===== src/rtl/branch_resolve_unit_pkg.sv =====
// ============================================================================
// branch_resolve_unit_pkg: shared constants and types for branch resolution.
// Revision: 1.0
// ============================================================================
`default_nettype none

package branch_resolve_unit_pkg;

   localparam logic [2:0] COND_NE     = 3'b000;
   localparam logic [2:0] COND_EQ     = 3'b001;
   localparam logic [2:0] COND_GT     = 3'b010;
   localparam logic [2:0] COND_LT     = 3'b011;
   localparam logic [2:0] COND_GE     = 3'b100;
   localparam logic [2:0] COND_LE     = 3'b101;
   localparam logic [2:0] COND_OV     = 3'b110;
   localparam logic [2:0] COND_ALWAYS = 3'b111;

   localparam int FLAG_Z = 0;
   localparam int FLAG_V = 1;
   localparam int FLAG_N = 2;

   typedef logic [0:0] state_t;
   localparam state_t ST_IDLE     = 1'b0;
   localparam state_t ST_REDIRECT = 1'b1;

endpackage

`default_nettype wire


===== src/rtl/branch_cond_eval.sv =====
// ============================================================================
// branch_cond_eval: same-cycle flag bypass and condition-code decode.
// Revision: 1.0
// ============================================================================
`default_nettype none

module branch_cond_eval
   import branch_resolve_unit_pkg::*;
(
   input  logic [2:0] cond,
   input  logic [2:0] flags,
   input  logic [2:0] ex_flag_wen,
   input  logic [2:0] ex_flags,
   output logic       taken
);

   logic [2:0] w_eff;
   logic       w_z;
   logic       w_v;
   logic       w_n;

   // A flag being written this cycle overrides the stale register value bit by bit.
   assign w_eff = (ex_flag_wen & ex_flags) | (~ex_flag_wen & flags);
   assign w_z   = w_eff[FLAG_Z];
   assign w_v   = w_eff[FLAG_V];
   assign w_n   = w_eff[FLAG_N];

   always_comb begin
      taken = 1'b0;
      case (cond)
         COND_NE:     taken = ~w_z;
         COND_EQ:     taken = w_z;
         COND_GT:     taken = ~w_z & ~w_n;
         COND_LT:     taken = w_n;
         COND_GE:     taken = w_z | (~w_z & ~w_n);
         COND_LE:     taken = w_n | w_z;
         COND_OV:     taken = w_v;
         COND_ALWAYS: taken = 1'b1;
         default:     taken = 1'b0;
      endcase
   end

endmodule

`default_nettype wire


===== src/rtl/branch_resolve_unit.sv =====
// ============================================================================
// branch_resolve_unit: resolves B/BR branches, issues held redirect + flush,
// and keeps saturating taken/not-taken statistics.
// Revision: 1.0
// ============================================================================
`default_nettype none

module branch_resolve_unit
   import branch_resolve_unit_pkg::*;
#(
   parameter int ADDR_W = 16,
   parameter int IMM_W  = 9,
   parameter int CNT_W  = 16
) (
   input  logic              clk,
   input  logic              rst_n,
   input  logic              br_valid,
   output logic              br_ready,
   input  logic              br_is_reg,
   input  logic [2:0]        cond,
   input  logic [ADDR_W-1:0] pc_plus2,
   input  logic [IMM_W-1:0]  imm,
   input  logic [ADDR_W-1:0] reg_target,
   input  logic [2:0]        flags,
   input  logic [2:0]        ex_flag_wen,
   input  logic [2:0]        ex_flags,
   output logic              redirect_valid,
   input  logic              redirect_ready,
   output logic [ADDR_W-1:0] redirect_pc,
   output logic              flush,
   output logic [CNT_W-1:0]  taken_cnt,
   output logic [CNT_W-1:0]  nottaken_cnt
);

   state_t            r_state;
   logic              r_redirect_valid;
   logic [ADDR_W-1:0] r_redirect_pc;
   logic              r_flush;
   logic [CNT_W-1:0]  r_taken_cnt;
   logic [CNT_W-1:0]  r_nottaken_cnt;

   logic              w_taken;
   logic              w_accept;
   logic [ADDR_W-1:0] w_imm_ext;
   logic [ADDR_W-1:0] w_offset;
   logic [ADDR_W-1:0] w_target;

   branch_cond_eval u_cond_eval (
      .cond        (cond),
      .flags       (flags),
      .ex_flag_wen (ex_flag_wen),
      .ex_flags    (ex_flags),
      .taken       (w_taken)
   );

   assign br_ready = (r_state == ST_IDLE);
   assign w_accept = br_valid & br_ready;

   // Word offset: sign-extend then scale to bytes; the add wraps modulo 2^ADDR_W.
   assign w_imm_ext = {{(ADDR_W-IMM_W){imm[IMM_W-1]}}, imm};
   assign w_offset  = {w_imm_ext[ADDR_W-2:0], 1'b0};
   assign w_target  = br_is_reg ? reg_target : (pc_plus2 + w_offset);

   always_ff @(posedge clk or negedge rst_n) begin
      if (!rst_n) begin
         r_state          <= ST_IDLE;
         r_redirect_valid <= 1'b0;
         r_redirect_pc    <= '0;
         r_flush          <= 1'b0;
         r_taken_cnt      <= '0;
         r_nottaken_cnt   <= '0;
      end else begin
         r_flush <= 1'b0;
         case (r_state)
            ST_IDLE: begin
               if (w_accept) begin
                  if (w_taken) begin
                     r_state          <= ST_REDIRECT;
                     r_redirect_valid <= 1'b1;
                     r_redirect_pc    <= w_target;
                     r_flush          <= 1'b1;
                     if (r_taken_cnt != {CNT_W{1'b1}})
                        r_taken_cnt <= r_taken_cnt + CNT_W'(1);
                  end else begin
                     if (r_nottaken_cnt != {CNT_W{1'b1}})
                        r_nottaken_cnt <= r_nottaken_cnt + CNT_W'(1);
                  end
               end
            end
            ST_REDIRECT: begin
               // Target and valid stay frozen until fetch takes the redirect.
               if (redirect_ready) begin
                  r_state          <= ST_IDLE;
                  r_redirect_valid <= 1'b0;
               end
            end
            default: begin
               r_state          <= ST_IDLE;
               r_redirect_valid <= 1'b0;
            end
         endcase
      end
   end

   assign redirect_valid = r_redirect_valid;
   assign redirect_pc    = r_redirect_pc;
   assign flush          = r_flush;
   assign taken_cnt      = r_taken_cnt;
   assign nottaken_cnt   = r_nottaken_cnt;

endmodule

`default_nettype wire


===== config.mk =====
export PLATFORM = sky130hd
export DESIGN_NAME = branch_resolve_unit
export DESIGN_NICKNAME = d
export VERILOG_FILES = /design/src/rtl/branch_resolve_unit_pkg.sv /design/src/rtl/branch_cond_eval.sv /design/src/rtl/branch_resolve_unit.sv
export SDC_FILE = /design/constraint.sdc
export NUM_CORES = 1
export LEC_CHECK = 0
export BUFFER_PORTS_ARGS = -buffer_cell sky130_fd_sc_hd__buf_2
export CAP_MARGIN = 40
export CELL_PAD_IN_SITES_DETAIL_PLACEMENT = 1
export CELL_PAD_IN_SITES_GLOBAL_PLACEMENT = 1
export CORE_ASPECT_RATIO = 0.9
export CORE_UTILIZATION = 40
export DETAILED_ROUTE_END_ITERATION = 6
export PLACE_DENSITY_LB_ADDON = 0.1
export SLEW_MARGIN = 25
export SYNTH_ARGS = -nofsm -noshare
export SYNTH_HDL_FRONTEND = slang
export SYNTH_SLANG_ARGS = --single-unit

===== constraint.sdc =====
create_clock -name clk -period 4.9 [get_ports clk]
set_input_delay 0.735 -clock clk [delete_from_list [all_inputs] [get_ports clk]]
set_output_delay 0.735 -clock clk [all_outputs]
set_load 0.005 [all_outputs]

# After elaboration in Yosys (flattened, before gate mapping)
# Cells that the tools add are included.
# word_totals
input_bits	58
out_inout_bits	51
ff_bits	51
elab_cells	49
# op_classes
n_bitwise	12
muxes	11
addsub	3
n_reduce_logical	5
eq_ne	12
# ops
operator	count
$add A16 B1 Y16 const B	2
$ne A16 B16 Y1 const B	2
$add A16 B16 Y16	1
$mux W16	1
$eq A3 B3 Y1 const B	4
$pmux W1 S8	1
$reduce_and A4 Y1	2
$mux W1	7
$and A3 B3 Y3	2
$eq A3 B2 Y1 const B	2
$reduce_and A3 Y1	2
$ne A2 B1 Y1 const B	2
$not A1 Y1	4
$pmux W1 S2	2
$eq A3 B1 Y1 const B	1
$logic_not A3 Y1	1
$not A3 Y3	1
$or A3 B3 Y3	1
$and A1 B1 Y1	2
$ne A2 B2 Y1 const B	1
$or A1 B1 Y1	2

# Depth between registers and ports, before layout
# Gate-level depths: netlist of the first run.
# depth
ltp_word	10
mapped_depth	9
ltp_nobuf	9

# By module
# Synthesis of the first run repeated with hierarchy kept, for this count alone.
# hier_totals
cells_unflattened	322
area_unflattened_um2	3139.3
# modules_own_cells
module	area_each_um2	cells_per_inst	instances	seq_area_each_um2
branch_resolve_unit	3047.9	310	1	1276.2
branch_cond_eval	91.3	12	1	0.0

# Least setup slack after synthesis of the first run
# Ideal clock, no wire load.
# synth_path
path_kind	input port to flip-flop
startpoint	input port ex_flag_wen[0]
endpoint	register r_nottaken_cnt[1] (netlist: nottaken_cnt[1])
setup_time_ns	0.128
arrival_ns	2.430
required_time_ns	4.772
path_buffers	0
path_stages	6
slack_ns	2.342
path_cell_list	mux2_4 > or3b_1 > a311o_1 > a21bo_2 > nor2_1 > mux2_1
# synth_between
elab_chain_len	9
elab_cells_between_ends	11
cone_classes	1 x mux; 9 x bitwise; 1 x reduce/logical
# synth_lines
element	line	text
start: declaration	branch_resolve_unit.sv:25	input logic [2:0] ex_flag_wen,
$not A3 Y3	branch_cond_eval.sv:23	assign w_eff = (ex_flag_wen & ex_flags) | (~ex_flag_wen & flags);
$and A3 B3 Y3	branch_cond_eval.sv:23	
$or A3 B3 Y3 (*)	branch_cond_eval.sv:23	
$not A1 Y1	branch_cond_eval.sv:31, branch_cond_eval.sv:33, branch_cond_eval.sv:35	
$and A1 B1 Y1	branch_cond_eval.sv:33, branch_cond_eval.sv:35	
$or A1 B1 Y1	branch_cond_eval.sv:35	COND_GE: taken = w_z | (~w_z & ~w_n);
$pmux W1 S8 (*)	branch_cond_eval.sv:30	case (cond)
$not A1 Y1 (no line) (*)	n/a	
$reduce_and A4 Y1 (no line) (*)	n/a	
end signal: assignment	branch_resolve_unit.sv:86	r_nottaken_cnt <= r_nottaken_cnt + CNT_W'(1);
end: declaration	branch_resolve_unit.sv:40	logic [CNT_W-1:0] r_nottaken_cnt;
# Every way passes the cells marked *; elsewhere a longest branch is shown, timed or not.
# A chain may end at the register's enable or synchronous reset.

# Worst setup path in the final report of the first run
# layout_path
startpoint	input port ex_flag_wen[2]
endpoint	register r_taken_cnt[1] (netlist: taken_cnt[1])
# layout_between
elab_chain_len	8
elab_cells_between_ends	10
cone_classes	1 x mux; 8 x bitwise; 1 x reduce/logical
# layout_lines
element	line	text
$not A3 Y3	branch_cond_eval.sv:23	
$and A3 B3 Y3	branch_cond_eval.sv:23	
$or A3 B3 Y3 (*)	branch_cond_eval.sv:23	
$not A1 Y1	branch_cond_eval.sv:33, branch_cond_eval.sv:35	
$and A1 B1 Y1	branch_cond_eval.sv:33, branch_cond_eval.sv:35	
$or A1 B1 Y1	branch_cond_eval.sv:35	
$pmux W1 S8 (*)	branch_cond_eval.sv:30	
$reduce_and A4 Y1 (no line) (*)	n/a	
end signal: assignment	branch_resolve_unit.sv:83	r_taken_cnt <= r_taken_cnt + CNT_W'(1);
end: declaration	branch_resolve_unit.sv:39	logic [CNT_W-1:0] r_taken_cnt;
# Marks and branches as above.

==> results of run 1 <==
power breakdown:
group	switching, mW	internal (mW)	leakage, nW
clock	0.143	0.165	0.0612
combinational	0.218	0.202	1.21
sequential	0.105	0.524	0.640
worst reg2reg max path, delay by kind of cell (launching register included):
kind | cells | cell delay, ns
mux | 1 | 0.35
simple gates | 3 | 0.96
flops | 1 | 0.40
buf+inv | 1 | 0.64
cell usage in the layout, fill, tap and decap left out, drive strengths merged, types with 7 or more instances in the layout:
| master | instances |
|---|---|
| xor2 | 21 |
| nand2 | 33 |
| ha | 16 |
| nor3 | 14 |
| xnor2 | 15 |
| mux2i | 10 |
| a21oi | 17 |
| nand3 | 15 |
| dfrtp | 51 |
| buf | 109 |
| nand4 | 15 |
| o21ai | 19 |
| nor2b | 7 |
| inv | 8 |
| nor2 | 20 |
registers in the layout, indices dropped and copies added, names as in the netlist:
register and count:
redirect_valid 1, taken_cnt 16, redirect_pc 16, r_state 1
nottaken_cnt 16, flush 1
layer usage:
metal | vias up | track usage, % | wire, um
met4 | 0 | 6.51 | 124
met5 | - | 0 | 0
li1 | 1422 | - | -
met3 | 10 | 4.65 | 466
met1 | 1375 | 27.4 | 3870
met2 | 78 | 36.2 | 4030
cells by family after synthesis:
logic type | Yosys count | share of synthesized area [%]
buf+inv | 17 | 2.29
xor+xnor | 36 | 9.95
compound gates | 65 | 13.0
flops | 51 | 40.3
mux | 15 | 5.05
simple gates | 130 | 22.5
fa+ha+maj | 17 | 6.95
cell type report:
type	count	area (um^2)	share of cell area, %
multi-input combinational	263	1820	46.5
sequential	51	1280	32.6
timing repair buffer	109	548	14.0
tap	96	120	3.07
clock buffer	6	82.6	2.11
clock inverter	2	35.0	0.895
inverter	8	30.0	0.768
worst min-delay path by stage:
stage	start	end	slack [ns]
finish	redirect_pc[2]	redirect_pc[2]	0.49
global route	taken_cnt[6]	taken_cnt[6]	0.53
CTS	redirect_pc[2]	redirect_pc[2]	0.50
detailed placement	redirect_pc[0]	redirect_pc[0]	0.46
global placement	redirect_pc[0]	redirect_pc[0]	0.46
floorplan	rst_n	flush	0.44
per-stage QoR:
step	setup WS, ns	total power [mW]
4_1_cts	1.74	1.38
5_1_grt	1.46	1.46
6_report	1.74	1.36
3_3_place_gp	1.56	1.04
3_5_place_dp	1.39	1.07
2_1_floorplan	2.34	0.847
==> results.json, run 1 <==
{
  "globalRouteOverflowTotal": 0,
  "synth_most_common_cell": "sky130_fd_sc_hd__dfrtp_1",
  "timing.fmax_mhz": 316,
  "setup_violations": 0,
  "ys_seq_elements": 51,
  "rsz0062_at_grt": "false",
  "cts_post_setup_buffers_inserted": 0,
  "antenna_violating_nets_post_route": 0,
  "dp.cells": 527,
  "holdBufCountCts": 0,
  "reg2reg_depth": 5,
  "fin_crit_sh_pct": 64.6,
  "syn_inst": 331,
  "grt_pass1_wl_um": 13700,
  "remaining_drc_errors": 0,
  "criticalPathCategory": "primary input to flip-flop",
  "crit_arrival_ns": 3.37,
  "finalInstanceArea_um2": 3910,
  "cts.clk_slew.worst_paths_ns": 0.10,
  "fp-row-count": 30,
  "yosys_most_used_dff": "sky130_fd_sc_hd__dfrtp_1",
  "worst_hold_path_type": "flip-flop to flip-flop",
  "worstPathMaxFanout": 37,
  "worst_slew_pin_slew_ns": 0.729,
  "fin_cells": 535,
  "total_leakage_power_nw": 1.91,
  "vias_in_the_first_global_route": 2935,
  "clk_root_buffer_cell": "sky130_fd_sc_hd__clkbuf_8",
  "crit_chain": "buf_2, mux2_2, a211oi_1, a311o_1, nand3_2, inv_1, nand2_1, mux2_1",
  "num_vias": 2885,
  "chipHeight_um": 86.4,
  "worst_r2r_startpoint": "r_state",
  "initial_core_util_pct": 41.6,
  "detail_route.first_pass.iterations": 4,
  "grt_antenna_before_repair": 0,
  "clock_latency_on_the_worst_skew_pair_ns": 0.32,
  "filler_cell_count": 950,
  "hold_slack_ns": 0.488,
  "nNetsFinal": 513,
  "cap_viol_max_count": 0,
  "netlist_area_um2": 3170,
  "synth_edf_count": 0,
  "critical-path-max-stage-delay_ns": 0.62,
  "finalWeightedCongestion": 0.784,
  "max_slew_margin_pct": 51.1,
  "crit_path_end_kind": "flip-flop",
  "synth.cells.most_frequent": "51 x sky130_fd_sc_hd__dfrtp_1, 33 x sky130_fd_sc_hd__nand2_1, 21 x sky130_fd_sc_hd__xor2_1, 20 x sky130_fd_sc_hd__nor2_1, 19 x sky130_fd_sc_hd__o21ai_0",
  "finalWirelength_um": 8490,
  "synth_async_sr_flop_share_pct": 100,
  "cts_tree": "yes",
  "endpoint": "taken_cnt[1]",
  "period_minus_slack_ns": 3.16,
  "syn_to_final_growth_pct": 23.5,
  "yosysTopAreaCellShare_pct": 40.3,
  "worstReg2RegEnd": "taken_cnt[1]",
  "htree_num_levels": 2,
  "yosysTopAreaCell": "sky130_fd_sc_hd__dfrtp_1",
  "outcome": "finished clean",
  "min_path_cells": 2,
  "die_w_um": 95.8,
  "fp.dieArea_um2": 8280,
  "setup.reg_to_reg.worst_slack_ns": 2.46,
  "grt_start_max_net_pins": 52,
  "worstPathRequired_ns": 5.11,
  "core_area_um2": 7620,
  "groute.usage.overall_pct": 21.4,
  "antenna_cells_inserted": 0,
  "worst_skew_ns": 0.0132,
  "seq_area_frac_synth_pct": 40.3,
  "worst_setup_path_start_kind": "primary input",
  "synth_fp_nets": 406,
  "report.final.hold_viol_count": 0,
  "portBuffers": 108,
  "synthesis.area_per_instance_um2": 9.57,
  "clkSinkCount": 51,
  "cts_buffers": 5,
  "vdd.ir_drop.worst_uv": 180,
  "critical_path.n_buffers_inverters": 2,
  "timing.final.max_slew_violations": 0,
  "synthesis.yosys.warnings": 0,
  "cellPowerDensity_nw_per_um2": 347,
  "cpMaxStageDelayCell": "sky130_fd_sc_hd__inv_1",
  "timing.setup.tns_ns": 0,
  "avgViaCountPerCell": 5.39,
  "post_cts_resized": 0,
  "placement_stage_cell_area_um2": 3790,
  "distinct_cell_type_count_after_synthesis": 52,
  "top_level_ports": 109,
  "crit_start": "ex_flag_wen[2]",
  "drive_above_1_share_pct": 29.4,
  "utilization_pct": 51.3,
  "clk_path_buf_depth": 2,
  "cp.depth": 8,
  "detailed_place_hpwl_um": 6450,
  "synth.area.top_cells": "sky130_fd_sc_hd__dfrtp_1 40%, sky130_fd_sc_hd__ha_1 6.3%, sky130_fd_sc_hd__xor2_1 5.8%",
  "path_delay_family": "simple AND/OR/NAND/NOR gates",
  "routed_wire_length_per_instance_um": 15.9,
  "initialDrtViolationCount": 106
}
No activity file was read; power rests on OpenSTA's default activity.
==> run 2: changes to the inputs <==
CORE_UTILIZATION = 34   (was 40)
clock period = 2.7 ns   (was 4.9 ns; I/O delays follow)
==> run 2 against run 1 <==
Flip-flop and latch count unchanged. Clock power grew 69%. Combinational power increased by 85%. Clock skew fell by 0.0087 ns. Hold slack got worse by 0.39 ns. Non-clock buffer count rose by 6. Design area up 1.9%. Utilization fell by 7.4 points. Critical path type unchanged.
==> results.json, run 2 (synthesis gave the netlist of run 1 again) <==
{
  "wl_met1_um": 4150,
  "post-route-worst-setup-slack_ns": 0.471,
  "nNetsFinal": 519,
  "most_frequent_cells_in_the_layout": "108 x sky130_fd_sc_hd__buf_2, 51 x sky130_fd_sc_hd__dfrtp_1, 33 x sky130_fd_sc_hd__nand2_1",
  "relative_contribution_of_the_clock_network_to_total_power_pct": 21.4,
  "routed_wire_length_per_instance_um": 14.9,
  "antenna_violating_nets_post_route": 0,
  "setup.reg_to_reg.worst_slack_ns": 0.53,
  "criticalPathCategory": "primary input to flip-flop",
  "cap_viol_max_count": 0,
  "endpoint": "nottaken_cnt[1]",
  "outcome": "finished clean",
  "critical-path-max-stage-delay_ns": 0.35,
  "globalRouteOverflowTotal": 0,
  "fin_cells": 566,
  "worstPathRequired_ns": 2.88,
  "groute.usage.overall_pct": 18.0,
  "post_cts_resized": 0,
  "period_minus_slack_ns": 2.23,
  "detail_route.first_pass.iterations": 4,
  "hold_slack_ns": 0.0943,
  "pwr-share-seq_pct": 46.6,
  "grt_start_max_net_pins": 37,
  "cpMaxStageDelayCell": "sky130_fd_sc_hd__or3b_1",
  "holdBufCountCts": 0,
  "reg2reg_depth": 6,
  "fp-row-count": 33,
  "fin_crit_sh_pct": 82.5,
  "grt_antenna_before_repair": 0,
  "portBuffers": 108,
  "setup_violations": 0,
  "dp.cells": 559,
  "timing.fmax_mhz": 449,
  "core_area_um2": 9080,
  "worstPathMaxFanout": 15,
  "worst_skew_ns": 0.00449,
  "worst_r2r_startpoint": "nottaken_cnt[4]",
  "initial_core_util_pct": 34.9,
  "rsz0062_at_grt": "false",
  "vias_in_the_first_global_route": 2908,
  "report.final.hold_viol_count": 0,
  "cts_post_setup_buffers_inserted": 0,
  "total_leakage_power_nw": 1.94,
  "worst_setup_path_start_kind": "primary input",
  "vdd.ir_drop.worst_uv": 309,
  "cts_buffers": 5,
  "initialDrtViolationCount": 58,
  "finalWeightedCongestion": 0.752,
  "top_signal_layer_used": "met4",
  "remaining_drc_errors": 0,
  "antenna_cells_inserted": 0,
  "crit_start": "ex_flag_wen[0]",
  "cellInternalPower_mw": 1.60,
  "total_net_switching_power_mw": 0.826,
  "drive_above_1_share_pct": 30.0,
  "layout_commonest_cell": "sky130_fd_sc_hd__buf_2",
  "finalWirelength_um": 8420,
  "clkSinkCount": 51,
  "cts_tree": "yes",
  "dr_wl_met2_um": 3830,
  "worstReg2RegEnd": "nottaken_cnt[5]",
  "cellPowerDensity_nw_per_um2": 609,
  "fp.dieArea_um2": 9710,
  "grt_pass1_wl_um": 14100,
  "worst_slew_pin_slew_ns": 0.590,
  "max_slew_margin_pct": 60.6,
  "chipHeight_um": 93.6,
  "top_level_ports": 109,
  "wl_met3_um": 402,
  "avgViaCountPerCell": 5.13,
  "num_vias": 2902,
  "cts.clk_slew.worst_paths_ns": 0.09,
  "worst_hold_path_type": "primary input to asynchronous set/reset pin",
  "htree_num_levels": 2,
  "clk_path_buf_depth": 2,
  "detailed_place_hpwl_um": 6620,
  "clk_root_buffer_cell": "sky130_fd_sc_hd__clkbuf_8",
  "pre_cts_slack_ns": 0.159,
  "die_w_um": 104,
  "timing.setup.tns_ns": 0,
  "clock_latency_on_the_worst_skew_pair_ns": 0.29,
  "crit_chain": "buf_2, mux2_4, or3b_1, a311o_1, a21bo_2, nor2_1, mux2_1",
  "power.switching_fraction_pct": 34.0,
  "timing.final.max_slew_violations": 0,
  "syn_to_final_growth_pct": 25.8,
  "finalPower_mw": 2.43,
  "power.share.combinational_pct": 31.9,
  "crit_path_end_kind": "flip-flop",
  "crit_arrival_ns": 2.41
}
run 2: power groups by stage:
stage                     sequential, mW  clock, mW  combinational [mW]
after floorplan                     1.14          0               0.400
after global placement              1.14          0               0.775
after detailed placement            1.15          0               0.795
after CTS                           1.14      0.544               0.796
after global routing                1.17      0.565               0.886
final                               1.13      0.521               0.776
run 2: stage by stage:
stage / util [%] / area, um^2
2_1_floorplan: - / 3170
3_3_place_gp: 42.8 / 3880
6_report: 43.9 / 3990
4_1_cts: 43.9 / 3990
3_5_place_dp: 42.8 / 3880
5_1_grt: 43.9 / 3990
run 2: area by class of cell:
cell class / instances / area, um^2
tap: 122 / 153
clock buffer: 6 / 72.6
sequential: 51 / 1280
multi-input combinational: 263 / 1820
fill: 1102 / 5100
inverter: 8 / 30.0
clock inverter: 1 / 30.0
timing repair buffer: 115 / 606
run 2: how the worst min path moves through the flow:
stage | endpoint | cells after the start
floorplan | flush | 0
global placement | nottaken_cnt[13] | 1
detailed placement | nottaken_cnt[14] | 1
CTS | nottaken_cnt[14] | 1
global route | nottaken_cnt[14] | 1
finish | nottaken_cnt[14] | 1
run 2: worst max-delay path: cells and delay by family:
family                 cells  cell delay, ns
and+or+nand+nor            2            0.57
AOI/OAI and AO/OA          2            0.68
buffers and inverters      1            0.10
muxes                      2            0.65
run 2: layer usage:
metal  track usage (%)  vias to the layer above
met1              24.0                     1402
met3              3.97                        2
met4              3.21                        0
li1                  -                     1427
met5                 0                        -
met2              30.3                       71
